File: src/rtl/whack_pkg.sv
// Shared definitions for the whack-a-mole game controller.
//   NUM_HOLES   : number of holes / buttons / mole outputs
//   LFSR_SEED   : value the mole-position LFSR restarts from
//   SCORE_W     : width of round/score style counters
//   state_t     : game controller state encoding
//   hole_onehot : hole index -> one-hot mole vector
package whack_pkg;

   localparam int          NUM_HOLES = 4;
   localparam logic [7:0]  LFSR_SEED = 8'hA5;
   localparam int          SCORE_W   = 8;

   typedef enum logic [1:0] {
      S_IDLE = 2'd0,
      S_GAP  = 2'd1,
      S_UP   = 2'd2,
      S_OVER = 2'd3
   } state_t;

   function automatic logic [NUM_HOLES-1:0] hole_onehot(input logic [1:0] idx);
      hole_onehot      = '0;
      hole_onehot[idx] = 1'b1;
   endfunction

endpackage

File: src/rtl/game_controller_if.sv
// Player/score-side signal bundle of the game controller.
//   start        : start request (level, sampled each cycle)
//   btn          : debounced, synchronized buttons, one per hole
//   mole         : one-hot active mole, 0 when none
//   hit          : one-cycle pulse on a valid whack
//   enable_score : score gate, high only while a mole is up
//   game_active  : high while a game is running (GAP or UP)
//   game_over    : high once the last mole of a game is done
//   rounds_left  : moles remaining in the current game
// master = player/score side, slave = game_controller.
interface game_controller_if;
   import whack_pkg::*;

   logic                 start;
   logic [NUM_HOLES-1:0] btn;
   logic [NUM_HOLES-1:0] mole;
   logic                 hit;
   logic                 enable_score;
   logic                 game_active;
   logic                 game_over;
   logic [SCORE_W-1:0]   rounds_left;

   modport master (
      output start, btn,
      input  mole, hit, enable_score, game_active, game_over, rounds_left
   );

   modport slave (
      input  start, btn,
      output mole, hit, enable_score, game_active, game_over, rounds_left
   );

endinterface

File: src/rtl/game_controller_lfsr8.sv
// 8-bit Fibonacci LFSR, polynomial x^8+x^6+x^5+x^4+1, free-running.
//   clk   : system clock
//   reset : asynchronous active-low reset, loads LFSR_SEED
//   q     : current LFSR state
// The polynomial is maximal-length and the seed is non-zero, so the
// register never reaches the all-zero lock-up state.
module lfsr8
   import whack_pkg::*;
(
   input  logic       clk,
   input  logic       reset,
   output logic [7:0] q
);

   logic [7:0] r_q;
   logic       w_fb;

   // Taps 8,6,5,4 counted from 1 map to bits 7,5,4,3.
   assign w_fb = r_q[7] ^ r_q[5] ^ r_q[4] ^ r_q[3];

   always_ff @(posedge clk or negedge reset) begin
      if (!reset) r_q <= LFSR_SEED;
      else        r_q <= {r_q[6:0], w_fb};
   end

   assign q = r_q;

endmodule

File: src/rtl/game_controller.sv
// Whack-a-mole game sequencer: IDLE -> (GAP -> UP) x NUM_ROUNDS -> OVER.
//   clk   : system clock, rising edge
//   reset : asynchronous active-low reset
//   bus   : game_controller_if.slave (start/btn in; mole, hit,
//           enable_score, game_active, game_over, rounds_left out)
// Parameters: UP_CYCLES (mole visible), GAP_CYCLES (pause between
// moles), NUM_ROUNDS (moles per game, 1..255). All outputs registered.
module game_controller
   import whack_pkg::*;
#(
   parameter int UP_CYCLES  = 50_000_000,
   parameter int GAP_CYCLES = 25_000_000,
   parameter int NUM_ROUNDS = 20
)(
   input  logic               clk,
   input  logic               reset,
   game_controller_if.slave   bus
);

   localparam int MAX_CYC = (UP_CYCLES > GAP_CYCLES) ? UP_CYCLES : GAP_CYCLES;
   localparam int TIMER_W = (MAX_CYC > 1) ? $clog2(MAX_CYC) : 1;

   localparam logic [TIMER_W-1:0] UP_LOAD     = TIMER_W'(UP_CYCLES - 1);
   localparam logic [TIMER_W-1:0] GAP_LOAD    = TIMER_W'(GAP_CYCLES - 1);
   localparam logic [SCORE_W-1:0] ROUNDS_LOAD = SCORE_W'(NUM_ROUNDS);

   state_t               r_state,  w_state_nxt;
   logic [TIMER_W-1:0]   r_timer,  w_timer_nxt;
   logic [SCORE_W-1:0]   r_rounds, w_rounds_nxt;
   logic [NUM_HOLES-1:0] r_mole,   w_mole_nxt;
   logic                 r_hit,    w_hit_nxt;
   logic [NUM_HOLES-1:0] r_btn_q;
   logic                 r_enable_score;
   logic                 r_game_active;
   logic                 r_game_over;

   logic [7:0]           w_lfsr;
   logic                 w_unused_lfsr;
   logic [NUM_HOLES-1:0] w_btn_rise;
   logic                 w_whack;

   lfsr8 u_lfsr (
      .clk   (clk),
      .reset (reset),
      .q     (w_lfsr)
   );

   // Only the two low bits pick the hole.
   assign w_unused_lfsr = ^w_lfsr[7:2];

   // Rising edges only, so a held button never scores twice; any rising
   // edge on the lit hole counts as a single whack.
   assign w_btn_rise = bus.btn & ~r_btn_q;
   assign w_whack    = |(w_btn_rise & r_mole);

   always_comb begin
      w_state_nxt  = r_state;
      w_timer_nxt  = r_timer;
      w_rounds_nxt = r_rounds;
      w_mole_nxt   = r_mole;
      w_hit_nxt    = 1'b0;
      case (r_state)
         S_IDLE, S_OVER: begin
            if (bus.start) begin
               w_state_nxt  = S_GAP;
               w_rounds_nxt = ROUNDS_LOAD;
               w_timer_nxt  = GAP_LOAD;
            end
         end
         S_GAP: begin
            if (r_timer == '0) begin
               w_state_nxt = S_UP;
               w_timer_nxt = UP_LOAD;
               w_mole_nxt  = hole_onehot(w_lfsr[1:0]);
            end else begin
               w_timer_nxt = r_timer - TIMER_W'(1);
            end
         end
         S_UP: begin
            // A whack on the last visible cycle still wins over expiry.
            if (w_whack || (r_timer == '0)) begin
               w_hit_nxt    = w_whack;
               w_mole_nxt   = '0;
               w_rounds_nxt = r_rounds - SCORE_W'(1);
               w_timer_nxt  = GAP_LOAD;
               w_state_nxt  = (r_rounds == SCORE_W'(1)) ? S_OVER : S_GAP;
            end else begin
               w_timer_nxt = r_timer - TIMER_W'(1);
            end
         end
         default: w_state_nxt = S_IDLE;
      endcase
   end

   always_ff @(posedge clk or negedge reset) begin
      if (!reset) begin
         r_state        <= S_IDLE;
         r_timer        <= '0;
         r_rounds       <= '0;
         r_mole         <= '0;
         r_hit          <= 1'b0;
         r_btn_q        <= '0;
         r_enable_score <= 1'b0;
         r_game_active  <= 1'b0;
         r_game_over    <= 1'b0;
      end else begin
         r_state        <= w_state_nxt;
         r_timer        <= w_timer_nxt;
         r_rounds       <= w_rounds_nxt;
         r_mole         <= w_mole_nxt;
         r_hit          <= w_hit_nxt;
         r_btn_q        <= bus.btn;
         r_enable_score <= (w_state_nxt == S_UP);
         r_game_active  <= (w_state_nxt == S_GAP) || (w_state_nxt == S_UP);
         r_game_over    <= (w_state_nxt == S_OVER);
      end
   end

   assign bus.mole         = r_mole;
   assign bus.hit          = r_hit;
   assign bus.enable_score = r_enable_score;
   assign bus.game_active  = r_game_active;
   assign bus.game_over    = r_game_over;
   assign bus.rounds_left  = r_rounds;

endmodule

File: src/flat_wrapper.sv
// flat-port wrapper written by rule: the top's interface ports become plain ports
module game_controller_flat import whack_pkg::*;
#(
   parameter int UP_CYCLES  = 50_000_000,
   parameter int GAP_CYCLES = 25_000_000,
   parameter int NUM_ROUNDS = 20
)
  (clk, reset, bus_start, bus_btn, bus_mole, bus_hit, bus_enable_score, bus_game_active, bus_game_over, bus_rounds_left);
  game_controller_if bus_i ();
  input  logic clk;
  input  logic reset;
  input wire logic [$bits(bus_i.start)-1:0] bus_start;
  input wire logic [$bits(bus_i.btn)-1:0] bus_btn;
  output wire logic [$bits(bus_i.mole)-1:0] bus_mole;
  output wire logic [$bits(bus_i.hit)-1:0] bus_hit;
  output wire logic [$bits(bus_i.enable_score)-1:0] bus_enable_score;
  output wire logic [$bits(bus_i.game_active)-1:0] bus_game_active;
  output wire logic [$bits(bus_i.game_over)-1:0] bus_game_over;
  output wire logic [$bits(bus_i.rounds_left)-1:0] bus_rounds_left;
  assign bus_i.start = bus_start;
  assign bus_i.btn = bus_btn;
  assign bus_mole = bus_i.mole;
  assign bus_hit = bus_i.hit;
  assign bus_enable_score = bus_i.enable_score;
  assign bus_game_active = bus_i.game_active;
  assign bus_game_over = bus_i.game_over;
  assign bus_rounds_left = bus_i.rounds_left;
  game_controller #(.UP_CYCLES(UP_CYCLES), .GAP_CYCLES(GAP_CYCLES), .NUM_ROUNDS(NUM_ROUNDS)) u_core (.clk(clk), .reset(reset), .bus(bus_i));
endmodule
File: config.mk
export PLATFORM = sky130hd
export DESIGN_NAME = game_controller_flat
export DESIGN_NICKNAME = d
export VERILOG_FILES = /design/src/rtl/whack_pkg.sv /design/src/rtl/game_controller_if.sv /design/src/rtl/game_controller_lfsr8.sv /design/src/rtl/game_controller.sv /design/src/flat_wrapper.sv
export SDC_FILE = /design/constraint.sdc
export NUM_CORES = 1
export LEC_CHECK = 0
export ABC_AREA = 1
export CAP_MARGIN = 5
export CORE_MARGIN = 2
export CORE_UTILIZATION = 59
export DETAILED_ROUTE_END_ITERATION = 16
export PLACE_DENSITY = 0.8
export RECOVER_POWER = 100
export SLEW_MARGIN = 10
export SYNTH_ARGS = -nofsm -noshare
export SYNTH_HDL_FRONTEND = slang
export SYNTH_SLANG_ARGS = --single-unit
File: constraint.sdc
create_clock -name clk -period 2.1 [get_ports clk]
set_input_delay 0.42 -clock clk [delete_from_list [all_inputs] [get_ports clk]]
set_output_delay 0.42 -clock clk [all_outputs]
set_load 0.02 [all_outputs]
==> reports/qor.yml, run 1 <==
sta:
  fin_crit_ns: 1.983
  finalClockSkew_ns: 0.003027
  slew_viol_final: 0
  period_share_pct: 94.41
  fmax_mhz: 504.4
  finalSetupViolCount: 0
  fin_tns_setup_ns: 0
  hold_violations: 0
  tightest_slew_ns: 1.057
  max_slew_margin_pct: 29.51
placement:
  gp_congestion: 0.9165
  portBuffers: 22
  place_inst: 518
  place_hpwl_um: 5066
worst_setup_path:
  cp.arrival_ns: 2.18
  crit_fanout: 5
  reg2reg_setup_slack_ns: 0.12
  cp-end-kind: "flop"
  path_delay_family: "simple AND/OR/NAND/NOR gates"
  worstSetupPathType: "flop to flop"
  slowest_delay_ns: 0.39
  critPathBufInv: 1
  start_kind: "flop"
  required_ns: 2.30
  worstPathCellList: "inv_1 > ha_2 > nand2_2 > nor2_4 > nand2_1 > nor2_2 > nor2_4 > nor2_8 > nand3_1 > nand3_1 > ha_1"
  slowest_stage: "dfrtp_1"
drt:
  vias: 2731
  drc: 0
  routedWlPerCell_um: 13.10
  wl_um: 6903
  ant_nets: 0
  dr.pass1.iters: 4
  via_per_inst: 5.182
  drtIter0Drc: 145
layout:
  syn_to_final_growth_pct: 14.49
  diodes: 0
  utilization_pct: 70.90
  drive_gt1_share_pct: 10.72
  layout.nets: 470
  layout_commonest_cell: "nand2_1"
  final_cells: 527
  most-common-layout-cells: "124 x nand2_1, 71 x nor2_1, 52 x dfrtp_1"
global_route:
  grt.total_usage_pct: 25.29
  grt_pass1_vias: 2697
  gr-total-overflow: 0
  antenna_found_initial: 0
  grt_max_degree: 37
  grt_pass1_wl_um: 12050
synth:
  synth_compound_area_share_pct: 4.297
  synth-seq-cells: 56
  avgSynthCellArea_um2: 7.645
  yosysUniqueCellTypes: 30
  yosys.area_share.simple_pct: 36.91
  yosysSeqAreaShare_pct: 43.91
  synthAdderAreaFrac_pct: 2.734
  netlist_area_mm2: 0.003203
  synth_top_area_cell: "dfrtp_1"
  synth_flop_cell: "dfrtp_1"
  synth-xor-area-share_pct: 6.016
  synth_top_family_by_area: "simple AND/OR/NAND/NOR gates"
  synth_edf_count: 0
  syn_inst: 419
  synthArstFlopShare_pct: 100.0
  yosys_warnings: 0
  netlist.area_leader.share_pct: 40.63
  synth_nets: 433
  synthMuxAreaShare_pct: 0
  synth_area_leaders: "dfrtp_1 41%, nand2_1 15%, nor2_1 8.4%"
floorplan:
  dieArea_mm2: 0.006034
  fp.dieW_um: 77.68
  ioPinCount: 23
  start_util_pct: 61.93
  core-area_mm2: 0.005172
  std_cell_rows: 26
  die_h_um: 77.68
pwr:
  p_per_area_mw_per_mm2: 683.4
  power.leakage_nw: 1.914
  peakVddDrop_mv: 0.3829
  total_power_w: 0.002506
clock_network:
  cts_max_level: 2
  hold_buffers: 0
  clk_pin_slew_worst_paths_ns: 0.09
  cts_tree: "done"
  numClockSinks: 56
  cts_buffers: 5
  cts_buffer_depth: 2
  clock_latency_ns: 0.31
  clockRootBuffer: "clkbuf_8"
min_path:
  hp-class: "primary input to asynchronous set/reset pin"
flow_run:
  max_cap_violations: 0
status:
  outcome: "finished, final reports clean"
[where the power goes]
group          internal, W  leakage, nW  switching, W
logic             0.000231         1.18      0.000348
clock network     0.000235       0.0422      0.000341
registers          0.00120        0.689      0.000151
total              0.00167         1.91      0.000840
[per-stage QoR]
step / setup slack, ns / hold WS, ns / instance area, um^2
2_1_floorplan: 0.1442 / 0.1244 / 3203
3_3_place_gp: -0.02766 / 0.3452 / 3586
3_5_place_dp: -0.1133 / 0.3520 / 3586
4_1_cts: 0.03479 / 0.06592 / 3667
5_1_grt: -0.001978 / 0.3860 / 3667
6_report: 0.1173 / 0.2737 / 3667
[worst paths after layout]
check                              startpoint                         to  cells past startpoint
min reg2reg                u_core.u_lfsr.q[6]         u_core.u_lfsr.q[7]                      0
min in group clk           u_core.u_lfsr.q[6]         u_core.u_lfsr.q[7]                      0
min                                     reset         u_core.bus.mole[3]                      1
max reg2reg                 u_core.r_timer[0]     u_core.bus.game_active                     11
max                         u_core.r_timer[0]     u_core.bus.game_active                     11
max in group asynchronous               reset  u_core.bus.rounds_left[7]                      2
[cell families after synthesis]
| family | Yosys count |
|---|---|
| adder cells (fa/ha/maj) | 7 |
| AO/OA/AOI/OAI | 25 |
| flip-flops | 56 |
| buffers and inverters | 49 |
| AND/OR/NAND/NOR | 260 |
| XOR/XNOR | 22 |
[state kept, by name, indices dropped and copies added, names as in the netlist]
name,flops
u_core.bus.hit,1
u_core.r_timer,26
u_core.r_btn_q,4
u_core.u_lfsr.q,8
u_core.bus.game_over,1
u_core.bus.enable_score,1
u_core.bus.rounds_left,8
u_core.bus.game_active,1
u_core.r_state,2
u_core.bus.mole,4
[per-layer routing]
layer  global-route usage [%]  vias up  share of wire [%]
li1                         -     1374                  -
met1                    34.28     1287                 47
met2                    40.34       61                 47
met3                    4.884        9                5.1
met4                    9.464        0                1.6
met5                        0        -                  0
[layout make-up]
cell class                 count  area (um^2)
sequential                    56         1406
clock buffer                   7        76.32
tap                           70        87.58
timing repair buffer          36        316.6
clock inverter                 1        5.005
inverter                      43        166.4
fill                         425         1505
multi-input combinational    314         1609
[cell usage after synthesis, types with 2 or more instances]
cell type and number:
nand2_2 4, nor3_1 7, nand2_1 124, xnor2_1 5
a21oi_2 3, inv_1 41, xor2_1 17, dfrtp_1 52
nor2_4 4, clkbuf_1 2, dfstp_2 4, nand3_4 2
nand3b_1 5, nand2_8 2, nor2_1 72, o21ai_1 11
nand3_1 28, a21oi_1 5, nor4_1 2, buf_2 3
o21ai_0 5, nor2_2 6, ha_1 7, and2_1 2
[what timing repair did]
action | in CTS | in global routing
setup endpoints to repair | 0 | 10
buffers inserted | 0 | 1
resized for setup | 0 | 3
No activity file was read; power rests on OpenSTA's default activity.
==> run 2, diff against run 1 <==
- SETUP_SLACK_MARGIN: default -> 0.05
- SYNTH_HIERARCHICAL: default -> 1
==> run 2 against run 1 <==
  * Wire length rose by 13%
  * Critical path depth is 1 higher
  * Worst setup slack worse by 0.036 ns
  * Register-to-register slack worse by 0.04 ns
  * Clock power rose by 24%
  * Count of clock-buffer cells in the layout fell by 2
  * Global-route usage up 1.6 points
  * Total power increased by 81%
  * Sequential share of layout area down 2.1 points
  * Sequential power increased by 16%
  * Clock skew is 0.0016 ns higher
  * Worst hold slack improved by 0.00060 ns
  * Largest cell class unchanged
==> reports/qor.yml, run 2 <==
layout:
  largest_reg_flops: 26  # unchanged
  drive_gt1_share_pct: 15.26  # was 10.72%
  nFillCells: 425  # unchanged
  syn_to_final_growth_pct: 19.75  # was 14.49%
  utilization_pct: 71.99  # was 70.90%
  most-common-layout-cells: "140 x nand2_1, 65 x nor2_1, 49 x dfrtp_1"  # was 124 x nand2_1, 71 x nor2_1, 52 x dfrtp_1
  layout_commonest_cell: "nand2_1"  # unchanged
  final_cells: 570  # was 527
  diodes: 0  # unchanged
  regMostFlops: "u_core/r_timer"  # was u_core.r_timer
  layout.nets: 511  # was 470
sta:
  tightest_slew_ns: 1.070  # was 1.057 ns
  worst_slack_ns: 0.08147  # was 0.1173 ns
  fin_tns_setup_ns: 0  # unchanged
  slew_viol_final: 0  # unchanged
  finalSetupViolCount: 0  # unchanged
  max_slew_margin_pct: 28.64  # was 29.51%
  hold_violations: 0  # unchanged
  fin_crit_ns: 2.019  # was 1.983 ns
  fmax_mhz: 495.4  # was 504.4 MHz
  rsz0062_at_grt: "yes"
  period_share_pct: 96.12  # was 94.41%
  finalClockSkew_ns: 0.004669  # was 0.003027 ns
synth:
  netlist_area_mm2: 0.003249  # was 0.003203 mm^2
  avgSynthCellArea_um2: 7.286  # was 7.645 um^2
  yosysUniqueCellTypes: 30  # unchanged
  synth_flop_cell: "dfrtp_1"  # unchanged
  synth_top_area_cell: "dfrtp_1"  # unchanged
  synth_edf_count: 0  # unchanged
  syn_inst: 446  # was 419
  synth_area_leaders: "dfrtp_1 40%, nand2_1 16%, nor2_1 8.5%"  # was dfrtp_1 41%, nand2_1 15%, nor2_1 8.4%
  synth-seq-cells: 56  # unchanged
  netlist.area_leader.share_pct: 40.05  # was 40.63%
  yosysSeqAreaShare_pct: 43.28  # was 43.91%
  synthTopCellsByCount: "138 x nand2_1, 74 x nor2_1, 52 x dfrtp_1, 50 x inv_1, 30 x nand3_1"  # was 124 x nand2_1, 72 x nor2_1, 52 x dfrtp_1, 41 x inv_1, 28 x nand3_1
  yosysMostFrequentCell: "nand2_1"  # unchanged
  synth_nets: 460  # was 433
  yosys_warnings: 6  # was 0
  synthArstFlopShare_pct: 100.0  # unchanged
placement:
  place_inst: 557  # was 518
  pre_cts_ws_ns: -0.04563  # was -0.1133 ns
  place_hpwl_um: 5675  # was 5066 um
  portBuffers: 22  # unchanged
  gp_congestion: 0.9559  # was 0.9165
floorplan:
  start_util_pct: 60.12  # was 61.93%
  std_cell_rows: 27  # was 26
  fp.dieW_um: 78.21  # was 77.68 um
  die_h_um: 78.21  # was 77.68 um
  ioPinCount: 23  # unchanged
  dieArea_mm2: 0.006117  # was 0.006034 mm^2
  core-area_mm2: 0.005405  # was 0.005172 mm^2
worst_setup_path:
  slowest_stage: "dfrtp_1"  # unchanged
  cp.arrival_ns: 2.22  # was 2.18 ns
  path_delay_family: "simple AND/OR/NAND/NOR gates"  # unchanged
  worstSetupPathType: "flop to flop"  # unchanged
  start_kind: "flop"  # unchanged
  required_ns: 2.30  # about the same
  slowest_delay_ns: 0.43  # was 0.39 ns
  crit_fanout: 4  # was 5
  cp-end-kind: "flop"  # unchanged
  worstPathCellList: "nor2_1 > nand2_2 > nor2_4 > nand2_2 > nor2_4 > nor2_2 > nor2_4 > nor2_2 > buf_4 > nor2_1 > nor2_1 > ha_1"  # was inv_1 > ha_2 > nand2_2 > nor2_4 > nand2_1 > nor2_2 > nor2_4 > nor2_8 > nand3_1 > nand3_1 > ha_1
  critPathBufInv: 1  # unchanged
global_route:
  grt_pass1_vias: 2876  # was 2697
  grt_pass1_wl_um: 13000  # was 12050 um
  grt_max_degree: 39  # was 37
  antenna_found_initial: 0  # unchanged
  gr-total-overflow: 0  # unchanged
  grt.total_usage_pct: 26.86  # was 25.29%
pwr:
  peakVddDrop_mv: 0.6937  # was 0.3829 mV
  swShare_pct: 44.06  # was 33.50%
  p_switching_w: 0.001997  # was 0.0008396 W
  intPower_w: 0.002535  # was 0.001667 W
  p_clk_share_pct: 15.8  # was 23.0%
  p_per_area_mw_per_mm2: 1165  # was 683.4 mW/mm^2
  seq_power_share_pct: 34.4  # was 53.9%
  comb_power_share_pct: 49.8  # was 23.1%
  total_power_w: 0.004532  # was 0.002506 W
  power.leakage_nw: 2.018  # was 1.914 nW
clock_network:
  numClockSinks: 56  # unchanged
  clk_pin_slew_worst_paths_ns: 0.10  # was 0.09 ns
  cts_tree: "done"  # unchanged
  clockRootBuffer: "clkbuf_8"  # unchanged
  cts_buffers: 5  # unchanged
  cts_buffer_depth: 2  # unchanged
  cts_max_level: 2  # unchanged
  hold_buffers: 0  # unchanged
  clock_latency_ns: 0.31  # about the same
drt:
  wl_um: 7821  # was 6903 um
  ant_nets: 0  # unchanged
  drtIter0Drc: 194  # was 145
  via_per_inst: 5.232  # was 5.182
  routedWlPerCell_um: 13.72  # was 13.10 um
  drc: 0  # unchanged
  vias: 2982  # was 2731
  dr.pass1.iters: 5  # was 4
min_path:
  hp-class: "primary input to asynchronous set/reset pin"  # unchanged
status:
  outcome: "finished, final reports clean"  # unchanged
flow_run:
  max_cap_violations: 0  # unchanged
==> run 2: cell types whose count changed after synthesis, moves of 3 or more <==
| cell | before | now |
|---|---|---|
| o21ai_0 | 5 | 15 |
| nor3_1 | 7 | 3 |
| o21ai_2 | 0 | 3 |
| a21oi_1 | 5 | 8 |
| o21ai_1 | 11 | 2 |
| nand2_2 | 4 | 7 |
| nand4_1 | 1 | 4 |
| inv_1 | 41 | 50 |
| xor2_1 | 17 | 13 |
| nand2_1 | 124 | 138 |
| buf_2 | 3 | 0 |
==> run 2: logic make-up after synthesis <==
kind of cell	count (synthesis)	share of synthesized area [%]
AND/OR/NAND/NOR	276	36.58
buffers and inverters	58	7.162
flip-flops	56	43.28
AO/OA/AOI/OAI	31	5.430
XOR/XNOR	18	4.852
adder cells (fa/ha/maj)	7	2.695
==> run 2: timing repair <==
item,CTS,global route
gates cloned,0,0
pin swaps,1,3
endpoints found under the setup margin,4,9
buffers inserted,0,5
gates resized for setup,3,21
==> run 2: routing by layer <==
metal | GRT usage, % | up-vias | wire length (um)
met1 | 34.22 | 1394 | 3424
met2 | 48.02 | 95 | 3937
met3 | 4.138 | 16 | 338
met5 | 0 | - | 0
li1 | - | 1477 | -
met4 | 6.667 | 0 | 120
==> run 2: path summary, 6_finish.rpt <==
path                                     from  cells after the start                      end  slack (ns)
setup reg to reg           u_core/r_timer[10]                     12  u_core/bus.enable_score        0.08
min in group clk           u_core/u_lfsr/q[6]                      0       u_core/u_lfsr/q[7]        0.37
max in group asynchronous               reset                      2        u_core/r_state[0]        0.41
setup / recovery           u_core/r_timer[10]                     12  u_core/bus.enable_score        0.08
hold / removal                          reset                      1       u_core/r_timer[14]        0.27
hold reg to reg            u_core/u_lfsr/q[6]                      0       u_core/u_lfsr/q[7]        0.37
==> run 2: final cells by class <==
class	instances	area [um^2]	share of cell area (%)
clock inverter	3	46.29	1.190
tap	72	90.09	2.315
timing repair buffer	50	424.2	10.90
clock buffer	5	68.82	1.768
multi-input combinational	332	1655	42.54
sequential	56	1410	36.24
inverter	52	196.4	5.048
==> run 2: worst register-to-register path: stages, from the launching register on <==
cell and delay [ns]:
dfrtp_1 0.43, nor2_1 0.19, nand2_2 0.11, nor2_4 0.14, nand2_2 0.08, nor2_4 0.14, nor2_2 0.08, nor2_4 0.15
nor2_2 0.07, buf_4 0.15, nor2_1 0.09, nor2_1 0.06, ha_1 0.21
==> run 2: through the flow <==
step | cell area [um^2] | hold slack, ns
floorplan | 3249 | 0.1244
global placement | 3715 | 0.3346
detailed placement | 3715 | 0.3465
CTS | 3844 | 0.06761
global route | 3891 | 0.3640
finish | 3891 | 0.2743
==> run 2: power groups by stage <==
stage | Combinational [W] | Sequential (W) | Clock [W]
global route | 0.00252 | 0.00158 | 0.000771
global placement | 0.00204 | 0.00156 | 0
CTS | 0.00216 | 0.00154 | 0.000740
finish | 0.00226 | 0.00156 | 0.000717
detailed placement | 0.00211 | 0.00156 | 0
floorplan | 0.00140 | 0.00157 | 0
